File: config.mk
export PLATFORM = sky130hd
export DESIGN_NAME = stopwatch_ctrl
export DESIGN_NICKNAME = d
export VERILOG_FILES = /design/src/rtl/stopwatch_ctrl.sv
export SDC_FILE = /design/constraint.sdc
export NUM_CORES = 1
export LEC_CHECK = 0
export CAP_MARGIN = 20
export CORE_MARGIN = 5
export CORE_UTILIZATION = 39
export CTS_BUF_LIST = sky130_fd_sc_hd__clkbuf_2
export DETAILED_ROUTE_END_ITERATION = 8
export GPL_TIMING_DRIVEN = 0
export HOLD_SLACK_MARGIN = 0.03
export PLACE_DENSITY = 0.56
export SETUP_SLACK_MARGIN = 0.5
export SYNTH_ARGS = -nofsm -noshare
export SYNTH_HDL_FRONTEND = slang
export SYNTH_SLANG_ARGS = --single-unit
File: constraint.sdc
create_clock -name sysclk -period 2.1 [get_ports sysclk]
set_clock_uncertainty 0.05 [all_clocks]
set_input_delay 0.315 -clock sysclk [delete_from_list [all_inputs] [get_ports sysclk]]
set_output_delay 0.315 -clock sysclk [all_outputs]
set_load 0.02 [all_outputs]
File: src/rtl/stopwatch_ctrl.sv
// stopwatch_ctrl: run/clear/lap push-button front end and control FSM
// for a downstream stopwatch counter. Each button is synchronized,
// debounced, and edge-detected into a single-cycle press pulse.
// Define STOPWATCH_LAP_EN to build the lap button path and LAP state;
// without it i_btn_lap is ignored, LAP is unreachable and o_lap_hold is 0.
module stopwatch_ctrl #(
  parameter int DEB_CYCLES = 1_250_000
) (
  input  logic       sysclk,
  input  logic       i_reset,
  input  logic       i_btn_run,
  input  logic       i_btn_clr,
  input  logic       i_btn_lap,
  output logic       o_run,
  output logic       o_clear,
  output logic       o_lap_hold,
  output logic [1:0] o_state
);

`ifdef STOPWATCH_LAP_EN
  localparam int NB = 3;
`else
  localparam int NB = 2;
`endif
  localparam int            CW       = $clog2(DEB_CYCLES + 1);
  localparam logic [CW-1:0] CNT_LAST = CW'(DEB_CYCLES - 1);
  localparam logic [CW-1:0] CNT_ONE  = CW'(1);

  typedef enum logic [1:0] {
    IDLE = 2'b00,
    RUN  = 2'b01,
    STOP = 2'b10,
    LAP  = 2'b11
  } state_t;

  // bit 0 = run, bit 1 = clear, bit 2 = lap (only when the lap path exists)
  logic [NB-1:0] btn_raw;
  logic [NB-1:0] sync_a;
  logic [NB-1:0] sync_b;
  logic [NB-1:0] level;
  logic [NB-1:0] level_d;
  logic [NB-1:0] press;
  logic [CW-1:0] deb_cnt [NB];

  logic   run_press;
  logic   clr_press;
  logic   lap_press;
  state_t state;
  state_t state_next;
  logic   clear_next;

`ifdef STOPWATCH_LAP_EN
  assign btn_raw   = {i_btn_lap, i_btn_clr, i_btn_run};
  assign lap_press = press[2];
`else
  logic unused_lap;
  assign btn_raw    = {i_btn_clr, i_btn_run};
  assign unused_lap = i_btn_lap;
  assign lap_press  = 1'b0;
`endif
  assign run_press = press[0];
  assign clr_press = press[1];

  // Two-flop synchronizer for every raw button input
  always_ff @(posedge sysclk or posedge i_reset) begin
    if (i_reset) begin
      sync_a <= '0;
      sync_b <= '0;
    end else begin
      sync_a <= btn_raw;
      sync_b <= sync_a;
    end
  end

  // Debounce: a level flips only after DEB_CYCLES consecutive differing samples
  always_ff @(posedge sysclk or posedge i_reset) begin
    if (i_reset) begin
      level   <= '0;
      level_d <= '0;
      for (int i = 0; i < NB; i++) begin
        deb_cnt[i] <= '0;
      end
    end else begin
      level_d <= level;
      for (int i = 0; i < NB; i++) begin
        if (sync_b[i] == level[i]) begin
          deb_cnt[i] <= '0;
        end else if (deb_cnt[i] == CNT_LAST) begin
          level[i]   <= ~level[i];
          deb_cnt[i] <= '0;
        end else begin
          deb_cnt[i] <= deb_cnt[i] + CNT_ONE;
        end
      end
    end
  end

  // A press is the single cycle where a debounced level has just risen
  assign press = level & ~level_d;

  // Next-state decode: clr > run > lap, but a press the state ignores never blocks a lower one
  always_comb begin
    state_next = state;
    clear_next = 1'b0;
    case (state)
      IDLE: begin
        if (clr_press) begin
          clear_next = 1'b1;
        end else if (run_press) begin
          state_next = RUN;
        end
      end
      RUN: begin
        if (run_press) begin
          state_next = STOP;
        end else if (lap_press) begin
          state_next = LAP;
        end
      end
      STOP: begin
        if (clr_press) begin
          state_next = IDLE;
          clear_next = 1'b1;
        end else if (run_press) begin
          state_next = RUN;
        end
      end
      LAP: begin
        if (run_press) begin
          state_next = STOP;
        end else if (lap_press) begin
          state_next = RUN;
        end
      end
      default: begin
        state_next = IDLE;
      end
    endcase
  end

  // State and registered outputs move together on the edge after a press
  always_ff @(posedge sysclk or posedge i_reset) begin
    if (i_reset) begin
      state   <= IDLE;
      o_run   <= 1'b0;
      o_clear <= 1'b0;
    end else begin
      state   <= state_next;
      o_run   <= (state_next == RUN) || (state_next == LAP);
      o_clear <= clear_next;
    end
  end

`ifdef STOPWATCH_LAP_EN
  // Display freeze follows the LAP state, registered like the other outputs
  always_ff @(posedge sysclk or posedge i_reset) begin
    if (i_reset) begin
      o_lap_hold <= 1'b0;
    end else begin
      o_lap_hold <= (state_next == LAP);
    end
  end
`else
  assign o_lap_hold = 1'b0;
`endif

  assign o_state = state;

endmodule

==> summary.md <==
| Metric | Value |
|---|---|
| Setup crit start | `deb_cnt[5]` |
| Clock Latency Late Sink | `0.45 ns` |
| Crit Path Class | `reg2reg` |
| Post-layout nets | `approximately 320` |
| H-tree lvl count | `2` |
| Yosys top cell area share | `0.5331` |
| Largest net degree at the start of global routing | `roughly 40` |
| Max VDD drop | `between 0.3 and 0.4 mV` |
| Worst Setup End Kind | `flop` |
| WL/cell | `~14 µm` |
| M2 GR Usage | `0.2046` |
| Drt drc | `0` |
| Fin. max-slew vios | `0` |
| Row cnt | `29` |
| Post-synth EDFFs | `0` |
| Crit start category | `flop` |
| Max Cap Viol | `0` |
| Mean Syn Cell Area | `about 9.9 µm²` |
| CTS Hold Bufs | `0` |
| Grt met1 use | `0.1950` |
| Synth Net Count | `around 260` |
| Synth cell types | `38` |
| Core area | `between 0.006 and 0.007 mm²` |
| Register area share after synthesis | `0.5331` |
| Final wirelength | `between 5 and 6 mm` |
| Async S/R FF share, synth | `1.000` |
| Post-route clock period utilization | `0.9544` |
| Diode count | `0` |
| Layout cells sized above 1 | `0.3912` |
| Die height | `90.62 µm` |
| Effective utilization at floorplan | `0.3992` |
| PD cells | `~500 mW/mm²` |
| Setup TNS Final | `0 ns` |
| Root Buffer | `clkbuf_2` |
| Via count | `around 2100` |
| Fin util | `0.5462` |
| Leak pwr | `approximately 1.4 nW` |
| Total global routing track utilization | `0.1354` |
| Port Buffers | `7` |
| Clock Sink Count | `between 50 and 60` |
| CP Max Fanout | `10` |
| Area leader, netlist | `dfrtp_1` |
| Critical path arrival | `2.31 ns` |
| Global routing's busiest layer | `met2` |
| FMAX | `0.4990 GHz` |
| Synth top area cells | `dfrtp_1, xnor2_1, nor2_1` |
| Number of global-route vias before repair | `between 1500 and 2000` |
| Setup-failing EPs final | `0` |
| Met3 usage | `0.03250` |
| Ports | `10` |
| CTS Buf Count | `5` |
| Initial antenna violation count | `0` |
| Worst-Margin Slew | `roughly 0.55 ns` |
| Min Clock Period, post-route | `between 2 and 2.5 ns` |
| Total congestion overflow | `0` |
| Mapped Cells | `around 260` |
| Vias per Instance | `about 5.2` |
| Worst r2r src | `deb_cnt[5]` |
| Remaining antenna violation count | `0` |
| Required time worst endpoint | `approximately 2.4 ns` |
| Min-Delay Path Class | `in2async` |
| DR iter-0 viols | `81` |
| Post-synth top flop | `dfrtp_1` |
| Slew HR | `0.6278` |
| Chip width | `slightly above 90 µm` |
| Area Overhead vs Synth | `36.82%` |
| Netlist Area Pre-Place | `0.002535 mm²` |
| Final hold vios | `0` |
| RSZ-0062 raised after global routing | `yes` |
| Worst-path clk slew | `roughly 0.3 ns` |
| Die area | `just over 0.008 mm²` |
| #FFs+latches synth | `54` |
| Pre-antenna DRT Iters | `4` |
| Final Wtd Congestion | `0.7912` |
| Max clock buf depth | `2` |
| Synth warn | `0` |
| First-pass GRT wire length | `between 9 and 10 mm` |
| Status | `finished, final reports clean` |
| HPWL after DPL | `around 3.3 mm` |
| CTS tree | `done` |
[cells in the mapped netlist (all sizes together) (2+ instances only)]
library cell  instances
a21oi                14
a31o                  2
and2                  2
and3                  4
buf                   4
clkbuf                2
dfrtp                54
ha                    2
inv                  11
mux2                  2
nand2                17
nand2b                2
nand3                16
nand4                 9
nand4b                3
nor2                 35
nor2b                 2
nor3                  9
nor4                  7
nor4b                 2
o21ai                11
o31ai                 2
or3                   7
or4                   5
xnor2                21
xor2                  6
[per-stage QoR]
step	power (mW)	hold slack, ns	setup WS [ns]	std cells	area (µm²)
6_report	1.733	0.08093	0.09582	394	3468
5_1_grt	1.811	0.06680	0.02334	394	3468
3_3_place_gp	1.157	0.2843	0.08590	341	2774
3_5_place_dp	1.164	0.2864	0.07220	342	2794
2_1_floorplan	1.135	0.2812	0.2004	257	2608
4_1_cts	1.735	0.07785	0.09115	378	3206
[report_power, final]
part | internal (mW) | switching, mW | leakage (nW)
Clock | 0.199 | 0.342 | 0.0352
Combinational | 0.0563 | 0.0659 | 0.625
Sequential | 1.06 | 0.0124 | 0.728
Total | 1.31 | 0.420 | 1.39
[what timing repair did]
item / 4_1_cts / 5_1_grt
resized for setup: 42 / 43
gates cloned: 3 / 0
setup buffers: 25 / 16
setup endpoints to repair: 46 / 45
pin swaps: 18 / 12
[state kept, by name, indices dropped and copies added, names as in the netlist]
name,count
deb_cnt,42
level,2
level_d,2
o_state,2
sync_a,2
sync_b,2
o_clear,1
o_run,1
[cells by family after synthesis]
kind of cell | synth area share
xor gates and xnor gates | 0.09329
muxes | 0.008884
and+or+nand+nor | 0.2631
other | 0.001479
DFF | 0.5331
buffers and inverters | 0.02813
adders and majority gates | 0.009870
AOI/OAI and AO/OA | 0.06219
[area by class of cell]
cell class	count	area [µm²]
buffer	6	73.82
timing repair buffer	52	444.2
sequential	54	1361
clock inverter	3	45.04
tap	77	96.34
fill	558	2882
multi-input combinational	186	1378
inverter	11	45.04
clock buffer	5	25.02
[worst max-delay path, cell delays in order, from the launching register on]
cell     delay (ns)
dfrtp_1        0.48
or4_1          0.48
or4_4          0.47
o21ai_4        0.21
buf_8          0.18
a21oi_2        0.04
[layer usage]
| metal | share of wire | wire length [µm] | up-vias |
|---|---|---|---|
| met5 | 0 | 0 | - |
| met4 | 0.0051 | 29 | 0 |
| met3 | 0.034 | 194 | 2 |
| met2 | 0.49 | 2776 | 33 |
| met1 | 0.47 | 2710 | 1016 |
| li1 | - | - | 1014 |
[cell usage in the layout (no fill, tap or decap), types with 2 or more instances in the layout]
cell type         n
clkdlybuf4s15_1   2
o21ai_0           8
buf_6             6
nand4b_1          3
nand3_1          12
or4_1             2
nor2_4            4
a21oi_2          10
nand3_2           3
or4_4             3
a21oi_1           4
buf_4            39
clkbuf_2          6
clkinvlp_4        3
mux2_4            2
xnor2_1          21
nor4_1            4
inv_1            10
nor4_2            2
nand4_1           8
xor2_1            6
nor2b_1           2
and2_1            2
nor3_1            8
a31o_2            2
nand2_2           2
ha_4              2
nand2_1          15
buf_8             4
dfrtp_2           8
dfrtp_1          46
nor2_1           18
clkdlybuf4s50_1   3
or3_1             6
and3_1            4
nor2_2           13
[final timing paths]
kind	end	slack, ns	cells after the start
worst min register to register	sync_b[1]	0.34	0
worst min-delay path	deb_cnt[6]	0.08	2
worst max-delay path	deb_cnt[17]	0.1	5
max in group asynchronous	deb_cnt[35]	1.37	3
worst max register to register	deb_cnt[17]	0.1	5
min in group sysclk	sync_a[1]	0.21	1
Note: power is estimated with default switching activity, not from simulation.
